[src/rtl/htif_pkg.sv]
// Shared types and constants for the host-interface monitor.
// Holds the verdict state encoding, the pass code, the default console
// address and the layout of the registered tohost snoop record.
package htif_pkg;

  typedef enum logic [1:0] {
    ST_RUN,
    ST_PASS,
    ST_FAIL,
    ST_TIMEOUT
  } htif_state_e;

  localparam logic [31:0] HTIF_PASS_CODE    = 32'd1;
  localparam logic [31:0] HTIF_CONSOLE_ADDR = 32'h9a10_0008;

  // Wide enough for the largest supported channel count (8).
  localparam int HTIF_CHAN_W = 3;

  typedef struct packed {
    logic                   valid;
    logic [31:0]            wdata;
    logic [HTIF_CHAN_W-1:0] chan;
  } htif_snoop_t;

  // Width of a channel index; a single channel still gets one bit.
  function automatic int htif_idx_w(input int n);
    return (n > 1) ? $clog2(n) : 1;
  endfunction

endpackage

[src/rtl/htif_console_fifo.sv]
// Byte FIFO buffering console output with first-word fall-through reads.
// A push into a full FIFO is only accepted when a pop happens in the same
// cycle; otherwise the byte is dropped and the sticky overflow flag is set.
module htif_console_fifo #(
  parameter int DEPTH = 16
) (
  input  logic       clk,
  input  logic       reset,
  input  logic       push,
  input  logic [7:0] push_data,
  input  logic       pop,
  output logic       rd_valid,
  output logic [7:0] rd_data,
  output logic       full,
  output logic       empty,
  output logic       overflow
);

  localparam int AW = $clog2(DEPTH);

  logic [7:0]    mem [DEPTH];
  logic [AW-1:0] wr_ptr;
  logic [AW-1:0] rd_ptr;
  logic [AW:0]   count;
  logic          push_ok;
  logic          pop_ok;

  assign full     = (count == (AW+1)'(DEPTH));
  assign empty    = (count == '0);
  assign push_ok  = push && (!full || pop);
  assign pop_ok   = pop && !empty;
  assign rd_valid = !empty;
  assign rd_data  = mem[rd_ptr];

  // Storage write; contents need no reset because the pointers define validity.
  always_ff @(posedge clk) begin
    if (push_ok) begin
      mem[wr_ptr] <= push_data;
    end
  end

  // Pointer, occupancy and sticky overflow tracking.
  always_ff @(posedge clk) begin
    if (!reset) begin
      wr_ptr   <= '0;
      rd_ptr   <= '0;
      count    <= '0;
      overflow <= 1'b0;
    end else begin
      if (push_ok) begin
        wr_ptr <= wr_ptr + 1'b1;
      end
      if (pop_ok) begin
        rd_ptr <= rd_ptr + 1'b1;
      end
      case ({push_ok, pop_ok})
        2'b10:   count <= count + 1'b1;
        2'b01:   count <= count - 1'b1;
        default: count <= count;
      endcase
      if (push && full && !pop) begin
        overflow <= 1'b1;
      end
    end
  end

endmodule

[src/rtl/htif_monitor.sv]
// Passive host-interface monitor: snoops the data bus for tohost writes,
// decodes pass/fail, runs a watchdog and buffers console bytes.
// Define HTIF_MON_CONSOLE_EN to build the console FIFO; without it the
// console outputs are tied low and con_rd_en is ignored.
module htif_monitor
  import htif_pkg::*;
#(
  parameter int          N_TOHOST     = 3,
  parameter logic [31:0] CONSOLE_ADDR = HTIF_CONSOLE_ADDR,
  parameter int          FIFO_DEPTH   = 16,
  parameter int          CNT_W        = 32,
  localparam int         HIT_W        = htif_idx_w(N_TOHOST)
) (
  input  logic                  clk,
  input  logic                  reset,
  input  logic                  bus_req,
  input  logic                  bus_we,
  input  logic [3:0]            bus_be,
  input  logic [31:0]           bus_addr,
  input  logic [31:0]           bus_wdata,
  input  logic [32*N_TOHOST-1:0] tohost_addr,
  input  logic [CNT_W-1:0]      timeout_cycles,
  input  logic                  con_rd_en,
  output logic                  con_rd_valid,
  output logic [7:0]            con_rd_data,
  output logic                  con_overflow,
  output logic                  done,
  output logic                  pass,
  output logic                  timed_out,
  output logic [30:0]           fail_code,
  output logic [HIT_W-1:0]      hit_chan,
  output logic [CNT_W-1:0]      cycle_count
);

  htif_state_e            state;
  htif_snoop_t            snoop;
  logic                   word_write;
  logic                   hit_found;
  logic [HTIF_CHAN_W-1:0] hit_idx;
  logic                   con_push;
  logic                   timeout_hit;

  assign word_write  = bus_req && bus_we && (bus_be == 4'hF);
  assign con_push    = bus_req && bus_we && bus_be[0] && (bus_addr == CONSOLE_ADDR);
  assign timeout_hit = (timeout_cycles != '0) && (cycle_count == timeout_cycles);

  // Channel match; scanning downward lets the lowest matching index win.
  always_comb begin
    hit_found = 1'b0;
    hit_idx   = '0;
    for (int i = N_TOHOST - 1; i >= 0; i--) begin
      if (word_write && (bus_addr == tohost_addr[32*i +: 32])) begin
        hit_found = 1'b1;
        hit_idx   = HTIF_CHAN_W'(i);
      end
    end
  end

  // Snoop stage: capture a tohost hit so the verdict logic sees it next edge.
  always_ff @(posedge clk) begin
    if (!reset) begin
      snoop <= '0;
    end else if (hit_found) begin
      snoop <= '{valid: 1'b1, wdata: bus_wdata, chan: hit_idx};
    end else begin
      snoop.valid <= 1'b0;
    end
  end

  // Verdict state machine with registered status; terminal states freeze everything.
  always_ff @(posedge clk) begin
    if (!reset) begin
      state       <= ST_RUN;
      done        <= 1'b0;
      pass        <= 1'b0;
      timed_out   <= 1'b0;
      fail_code   <= '0;
      hit_chan    <= '0;
      cycle_count <= '0;
    end else begin
      case (state)
        ST_RUN: begin
          if (snoop.valid && (snoop.wdata != 32'd0)) begin
            done     <= 1'b1;
            hit_chan <= snoop.chan[HIT_W-1:0];
            if (snoop.wdata == HTIF_PASS_CODE) begin
              state <= ST_PASS;
              pass  <= 1'b1;
            end else begin
              state     <= ST_FAIL;
              fail_code <= snoop.wdata[31:1];
            end
          end else if (timeout_hit) begin
            state     <= ST_TIMEOUT;
            done      <= 1'b1;
            timed_out <= 1'b1;
          end else if (cycle_count != {CNT_W{1'b1}}) begin
            cycle_count <= cycle_count + 1'b1;
          end
        end
        default: begin
          state <= state;
        end
      endcase
    end
  end

`ifdef HTIF_MON_CONSOLE_EN
  logic con_full;
  logic con_empty;

  htif_console_fifo #(
    .DEPTH(FIFO_DEPTH)
  ) u_console_fifo (
    .clk      (clk),
    .reset    (reset),
    .push     (con_push),
    .push_data(bus_wdata[7:0]),
    .pop      (con_rd_en),
    .rd_valid (con_rd_valid),
    .rd_data  (con_rd_data),
    .full     (con_full),
    .empty    (con_empty),
    .overflow (con_overflow)
  );

  logic unused_sigs;
  assign unused_sigs = ^{con_full, con_empty, snoop.chan};
`else
  assign con_rd_valid = 1'b0;
  assign con_rd_data  = 8'h00;
  assign con_overflow = 1'b0;

  logic [31:0] unused_depth;
  logic        unused_sigs;
  assign unused_depth = 32'(FIFO_DEPTH);
  assign unused_sigs  = ^{con_push, con_rd_en, unused_depth, snoop.chan};
`endif

endmodule
[config.mk]
export PLATFORM = sky130hd
export DESIGN_NAME = htif_monitor
export DESIGN_NICKNAME = d
export VERILOG_FILES = /design/src/rtl/htif_pkg.sv /design/src/rtl/htif_console_fifo.sv /design/src/rtl/htif_monitor.sv
export SDC_FILE = /design/constraint.sdc
export NUM_CORES = 1
export LEC_CHECK = 0
export CAP_MARGIN = 40
export CORE_MARGIN = 8
export CORE_UTILIZATION = 45
export CTS_CLUSTER_DIAMETER = 120
export DETAILED_ROUTE_END_ITERATION = 8
export GPL_ROUTABILITY_DRIVEN = 0
export HOLD_SLACK_MARGIN = 0.02
export PLACE_DENSITY = 0.86
export SLEW_MARGIN = 10
export SYNTH_ARGS = -nofsm -noshare
export SYNTH_HDL_FRONTEND = slang
export SYNTH_HIERARCHICAL = 1
export SYNTH_SLANG_ARGS = --single-unit
[constraint.sdc]
create_clock -name clk -period 4.9 [get_ports clk]
set_clock_uncertainty 0.1 [all_clocks]
set_input_delay 0.49 -clock clk [delete_from_list [all_inputs] [get_ports clk]]
set_output_delay 0.49 -clock clk [all_outputs]
set_load 0.03 [all_outputs]
==> flow_summary_export.csv, run 1 <==
group,metric,value,unit
clock_network,postCtsHoldBufs,0,
synthesis,yosys_warnings,6,
final_layout,final_cell_mix,"clkdlybuf4s50_1 (267), xor2_1 (128), dfxtp_1 (105), nor2_1 (88), mux2i_1 (77)",
floorplanning,core_area,0.01303,sq mm
floorplanning,die_x,130.7,um
final_layout,syn2layout_area_growth,52.29,%
sta,setup-tns-final,0,ps
clock_network,worstSkewPairLatency,350,ps
synthesis,synth-seq-cells,105,
status,status,"finished, final reports clean",
synthesis,seq_area_frac_synth,0.3553,
setup_path,cp.arrival,3100,ps
sta,min_period_over_period,0.5942,
global_route,antenna_found_initial,0,
synthesis,async_reset_ff_frac,0,
clock_network,cts_made_buffers,9,
route,routed_wl,19840,um
sta,tightest_slew,773.0,ps
clock_network,cts_root_buf,"clkbuf_16",
clock_network,cts.path.max_buffers,2,
sta,slew_viol_final,0,
worst_hold_path,hold_depth,2,
final_layout,mostFrequentLayoutCell,"clkdlybuf4s50_1",
clock_network,cts_setup_buffers,0,
synthesis,synth_area,0.005917,sq mm
worst_hold_path,hold_path_class,"flip-flop to flip-flop",
global_route,grt_usage,0.2299,
global_route,grt_max_degree,49,
route,ant_nets,0,
sta,whs,357.8,ps
power,peakVddDrop,0.1728,mV
final_layout,final_nets,1122,
setup_path,startpoint_type,"flip-flop",
final_layout,n_antenna_cell,0,
clock_network,cts_tree,"built",
placed_design,numPortBuffers,267,
run,maxCapViolations,0,
sta,hold_viol,0,
sta,min_period,2912,ps
sta,rsz0062_at_grt,"false",
sta,max_slew_margin,0.4799,
setup_path,rr_startpoint,"snoop[4]$_SDFFE_PN0P_",
route,dr.pass1.iters,4,
synthesis,postSynthCellCount,662,
floorplanning,dieArea,0.01707,sq mm
global_route,grt_pass1_vias,5970,
clock_network,path_clk_slew,80,ps
final_layout,layout-drive-gt1-share,0.03784,
power,pwr_density_cell,210.8,mW/mm^2
worst_hold_path,min_from,"done$_SDFFE_PN0P_",
floorplanning,initial_core_util,0.4540,
floorplanning,rows,42,
route,post_drt_via_cell_ratio,5.074,
floorplanning,fp.dieH,130.7,um
placed_design,dpl.hpwl,16320,um
setup_path,worstPathMaxFanout,11,
setup_path,rrSetupSlack,1990,ps
setup_path,rr_worst_depth,7,
route,wl_per_cell,18.02,um
worst_hold_path,holdPathEnd,"done$_SDFFE_PN0P_",
clock_network,ctsResizeCount,0,
route,drtIter0Drc,300,
synthesis,yosysUniqueCellTypes,42,
synthesis,synth.avg_cell_area,8.938,sq um
synthesis,synthFlopType,"dfxtp_1",
power,leakage,3.899,nW
setup_path,worstPathRequired,5090,ps
clock_network,ctsHtreeMaxLevel,3,
sta,setup_viol,0,
global_route,grt.overflow.total,0,
floorplanning,io_pins,279,
synthesis,synth_edf_count,0,
setup_path,crit_type,"flip-flop to flip-flop",
route,vias,5587,
route,post-route-drc-count,0,
global_route,grt_pass1_wl,30560,um
sta,max_freq,343.4,MHz
clock_network,clock_sink_count,105,
setup_path,endpoint_kind,"flip-flop",
setup_path,r2r-end,"cycle_count[12]$_SDFFE_PN0P_",
-- routing by layer --
| layer | share of wire | global-route usage | routed length, um | vias to the layer above |
|---|---|---|---|---|
| met1 | 0.39 | 0.2484 | 7682 | 2568 |
| met4 | 0.018 | 0.05604 | 365 | 0 |
| li1 | - | - | - | 2809 |
| met2 | 0.52 | 0.4259 | 10280 | 190 |
| met3 | 0.076 | 0.07143 | 1513 | 20 |
| met5 | 0 | 0 | 0 | - |
-- kinds of logic after synthesis --
kind of cell,count (synthesis),share of synthesized area
and+or+nand+nor,276,0.2468
xor gates and xnor gates,136,0.2013
DFF,105,0.3553
muxes,77,0.1303
buffers and inverters,41,0.03553
AOI/OAI and AO/OA,25,0.02813
adders and majority gates,1,0.002114
other,1,0.0006338
-- where the power goes --
group,switching (mW),leakage (nW),internal [mW]
sequential,0.00450,0.846,0.854
combinational,0.127,2.90,0.192
clock,0.358,0.149,0.365
-- critical path, cell delays in order, from the launching register on --
cell and delay [ps]:
dfxtp_1 330, nor4_1 480, nand4_1 250, o31a_1 420, nand2b_4 260, nor4_4 580
and3_1 250, mux2i_1 170
-- cell type report --
class / count / area (sq um)
clock buffer: 9 / 225.2
inverter: 7 / 26.28
fill: 1066 / 4021
timing repair buffer: 272 / 2710
clock inverter: 7 / 83.83
sequential: 105 / 2102
multi-input combinational: 525 / 3643
tap: 176 / 220.2
-- how the worst max path moves through the flow --
| stage | startpoint | cells past startpoint | to |
|---|---|---|---|
| after global routing | snoop[4]$_SDFFE_PN0P_ | 7 | cycle_count[12]$_SDFFE_PN0P_ |
| after floorplan | cycle_count[14]$_SDFFE_PN0P_ | 8 | cycle_count[13]$_SDFFE_PN0P_ |
| after CTS | snoop[4]$_SDFFE_PN0P_ | 7 | cycle_count[12]$_SDFFE_PN0P_ |
| after detailed placement | bus_addr[16] | 9 | snoop[4]$_SDFFE_PN0P_ |
| after global placement | bus_addr[23] | 9 | snoop[19]$_SDFFE_PN0P_ |
| final | snoop[4]$_SDFFE_PN0P_ | 7 | cycle_count[12]$_SDFFE_PN0P_ |
-- registers in the layout, summed over array words and instances, names as in the netlist --
register     flops
cycle_count     32
done             1
fail_code       31
hit_chan         2
pass             1
snoop           35
state            2
timed_out        1
-- synthesized netlist by cell type (6+ instances only) --
cell type	instances	share of area
a21oi_1	10	0.0085
and3_1	7	0.0074
and4_1	6	0.0089
buf_2	6	0.0051
buf_4	11	0.014
clkbuf_1	16	0.010
dfxtp_1	105	0.36
inv_1	7	0.0044
mux2i_1	77	0.13
nand2_1	37	0.023
nand2b_1	17	0.018
nand3_1	17	0.014
nand4_1	17	0.018
nor2_1	88	0.056
nor3_1	16	0.014
nor4_1	51	0.054
xnor2_1	8	0.012
xor2_1	128	0.19
-- stage by stage --
| stage | utilization | cells | setup WS, ps | area, sq um | power [mW] |
|---|---|---|---|---|---|
| 2_1_floorplan | - | 671 | 2367 | 5951 | 0.9873 |
| 3_3_place_gp | 0.6677 | 1085 | 1885 | 8702 | 1.194 |
| 3_5_place_dp | 0.6677 | 1085 | 1841 | 8702 | 1.197 |
| 4_1_cts | 0.6914 | 1101 | 1968 | 9011 | 1.914 |
| 5_1_grt | 0.6914 | 1101 | 1783 | 9011 | 1.974 |
| 6_report | 0.6914 | 1101 | 1988 | 9011 | 1.899 |
Power figures use the tool's default switching activity.
==> inputs of run 2 (changes only) <==
CORE_UTILIZATION = 42   (was 45)
PLACE_DENSITY = 0.81   (was 0.86)
clock period = 2.9 ns   (was 4.9 ns; I/O delays follow)
==> run 2 against run 1 <==
Maximum frequency increased by 13%. Utilization decreased by 2.2 points. Combinational power increased by 74%. Wire length increased by 5.0%. Final cell count increased by 2.5%. Largest cell class unchanged. Largest power group unchanged.
==> flow_summary_export.csv, run 2 (synthesis results as in run 1) <==
group,metric,value,unit
setup_path,startpoint_type,"flip-flop",
power,pwr_density_cell,359.4,mW/mm^2
power,power_switching,0.8512,mW
setup_path,cp.arrival,2710,ps
floorplanning,die_x,134.7,um
sta,min_period_over_period,0.8863,
final_layout,multiInputGateArea,0.003643,sq mm
clock_network,ctsHtreeMaxLevel,3,
route,vias,5806,
power,sequentialPowerShare,0.436,
final_layout,largest_reg_flops,35,
placed_design,dpl.hpwl,16900,um
sta,hold_viol,0,
setup_path,worstPathMaxFanout,5,
setup_path,critPathBufInv,1,
final_layout,n_antenna_cell,0,
setup_path,endpoint_kind,"flip-flop",
final_layout,final_cell_area,0.009258,sq mm
clock_network,worstSkewPairLatency,350,ps
clock_network,cts_setup_buffers,0,
floorplanning,dieArea,0.01814,sq mm
setup_path,worstPathRequired,3040,ps
global_route,grt_pass1_wl,32510,um
clock_network,cts_made_buffers,9,
route,post-route-drc-count,0,
worst_hold_path,hold_path_class,"flip-flop to flip-flop",
floorplanning,core_area,0.01383,sq mm
global_route,grt.overflow.total,0,
final_layout,mostFrequentLayoutCell,"clkdlybuf4s50_1",
global_route,grt_pass1_vias,6232,
power,pwr-share-clk,0.398,
status,status,"finished, final reports clean",
power,p_comb_frac,0.166,
route,dr.pass1.iters,4,
final_layout,layout-drive-gt1-share,0.06217,
final_layout,final_cell_mix,"clkdlybuf4s50_1 (267), xor2_1 (128), dfxtp_1 (105), nor2_1 (88), mux2i_1 (77)",
final_layout,syn2layout_area_growth,56.46,%
sta,rsz0062_at_grt,"false",
clock_network,postCtsHoldBufs,0,
setup_path,crit_type,"flip-flop to flip-flop",
placed_design,postPlaceCellArea,0.008925,sq mm
route,routed_wl,20830,um
route,ant_nets,0,
floorplanning,io_pins,279,
final_layout,top_regs,"snoop: 35 flops, cycle_count: 32 flops, fail_code: 31 flops",
sta,min_period,2570,ps
global_route,grt_usage,0.2253,
setup_path,max_stage_delay,600,ps
power,leakage,4.044,nW
clock_network,path_clk_slew,80,ps
placed_design,numPortBuffers,267,
run,maxCapViolations,0,
sta,setup-tns-final,0,ps
sta,setup_viol,0,
route,post_drt_via_cell_ratio,5.143,
final_layout,final_util,0.6695,
clock_network,clock_sink_count,105,
final_layout,seqCellArea,0.002102,sq mm
clock_network,cts_tree,"built",
power,peakVddDrop,0.2644,mV
setup_path,crit_path_top_delay_cell,"or4b_1",
setup_path,critical-path-top-delay-family,"simple AND/OR/NAND/NOR gates",
setup_path,critical_path.cell_chain,"nand2_1 > or4_4 > or4b_1 > nand2_4 > nor3_4 > buf_4 > and4_1 > mux2i_1",
final_layout,final_nets,1146,
global_route,grt_max_degree,76,
clock_network,cts.path.max_buffers,2,
final_layout,nFillCells,1161,
clock_network,ctsResizeCount,0,
clock_network,cts_root_buf,"clkbuf_16",
power,swShare,0.2558,
route,wl_per_cell,18.45,um
floorplanning,initial_core_util,0.4279,
floorplanning,rows,43,
power,p_int,2.476,mW
floorplanning,fp.dieH,134.7,um
global_route,antenna_found_initial,0,
final_layout,regMostFlops,"snoop",
route,drtIter0Drc,274,
sta,slew_viol_final,0,
sta,max_freq,389.1,MHz
## run 2: routing by layer
| layer | track usage | share of wire | up-vias |
|---|---|---|---|
| met5 | 0 | 0 | - |
| li1 | - | - | 2863 |
| met3 | 0.06501 | 0.075 | 27 |
| met2 | 0.4205 | 0.52 | 212 |
| met1 | 0.2346 | 0.38 | 2704 |
| met4 | 0.07611 | 0.025 | 0 |
## run 2: power groups by stage
| stage | logic [mW] | registers [mW] | clock network, mW |
|---|---|---|---|
| 6_report | 0.554 | 1.45 | 1.32 |
| 5_1_grt | 0.595 | 1.45 | 1.40 |
| 4_1_cts | 0.557 | 1.45 | 1.34 |
| 3_5_place_dp | 0.555 | 1.48 | 0 |
| 3_3_place_gp | 0.551 | 1.49 | 0 |
| 2_1_floorplan | 0.178 | 1.49 | 0 |
## run 2: cell type report
| class | instances | area share |
|---|---|---|
| clock buffer | 9 | 0.02433 |
| clock inverter | 7 | 0.01162 |
| inverter | 7 | 0.002838 |
| multi-input combinational | 525 | 0.3936 |
| sequential | 105 | 0.2271 |
| tap | 180 | 0.02433 |
| timing repair buffer | 296 | 0.3163 |
## run 2: final timing paths
kind / start / to / slack [ps] / cells past startpoint
max: cycle_count[15]$_SDFFE_PN0P_ / cycle_count[13]$_SDFFE_PN0P_ / 330 / 8
min: done$_SDFFE_PN0P_ / done$_SDFFE_PN0P_ / 360 / 2
max reg2reg: cycle_count[15]$_SDFFE_PN0P_ / cycle_count[13]$_SDFFE_PN0P_ / 330 / 8
min reg2reg: done$_SDFFE_PN0P_ / done$_SDFFE_PN0P_ / 360 / 2
## run 2: worst register-to-register path: stages, from the launching register on
cell	delay (ps)
dfxtp_1	430
nand2_1	160
or4_4	580
or4b_1	600
nand2_4	100
nor3_4	40
buf_4	150
and4_1	200
mux2i_1	110
## run 2: metrics by stage
stage / worst slack, ps / power [mW] / cells / hold WS [ps]
2_1_floorplan: 367.4 / 1.668 / 671 / 333.9
3_3_place_gp: 217.5 / 2.036 / 1113 / 338.3
3_5_place_dp: 192.2 / 2.040 / 1113 / 355.3
4_1_cts: 315.2 / 3.347 / 1129 / 365.3
5_1_grt: 224.9 / 3.443 / 1129 / 392.2
6_report: 329.9 / 3.327 / 1129 / 360.6
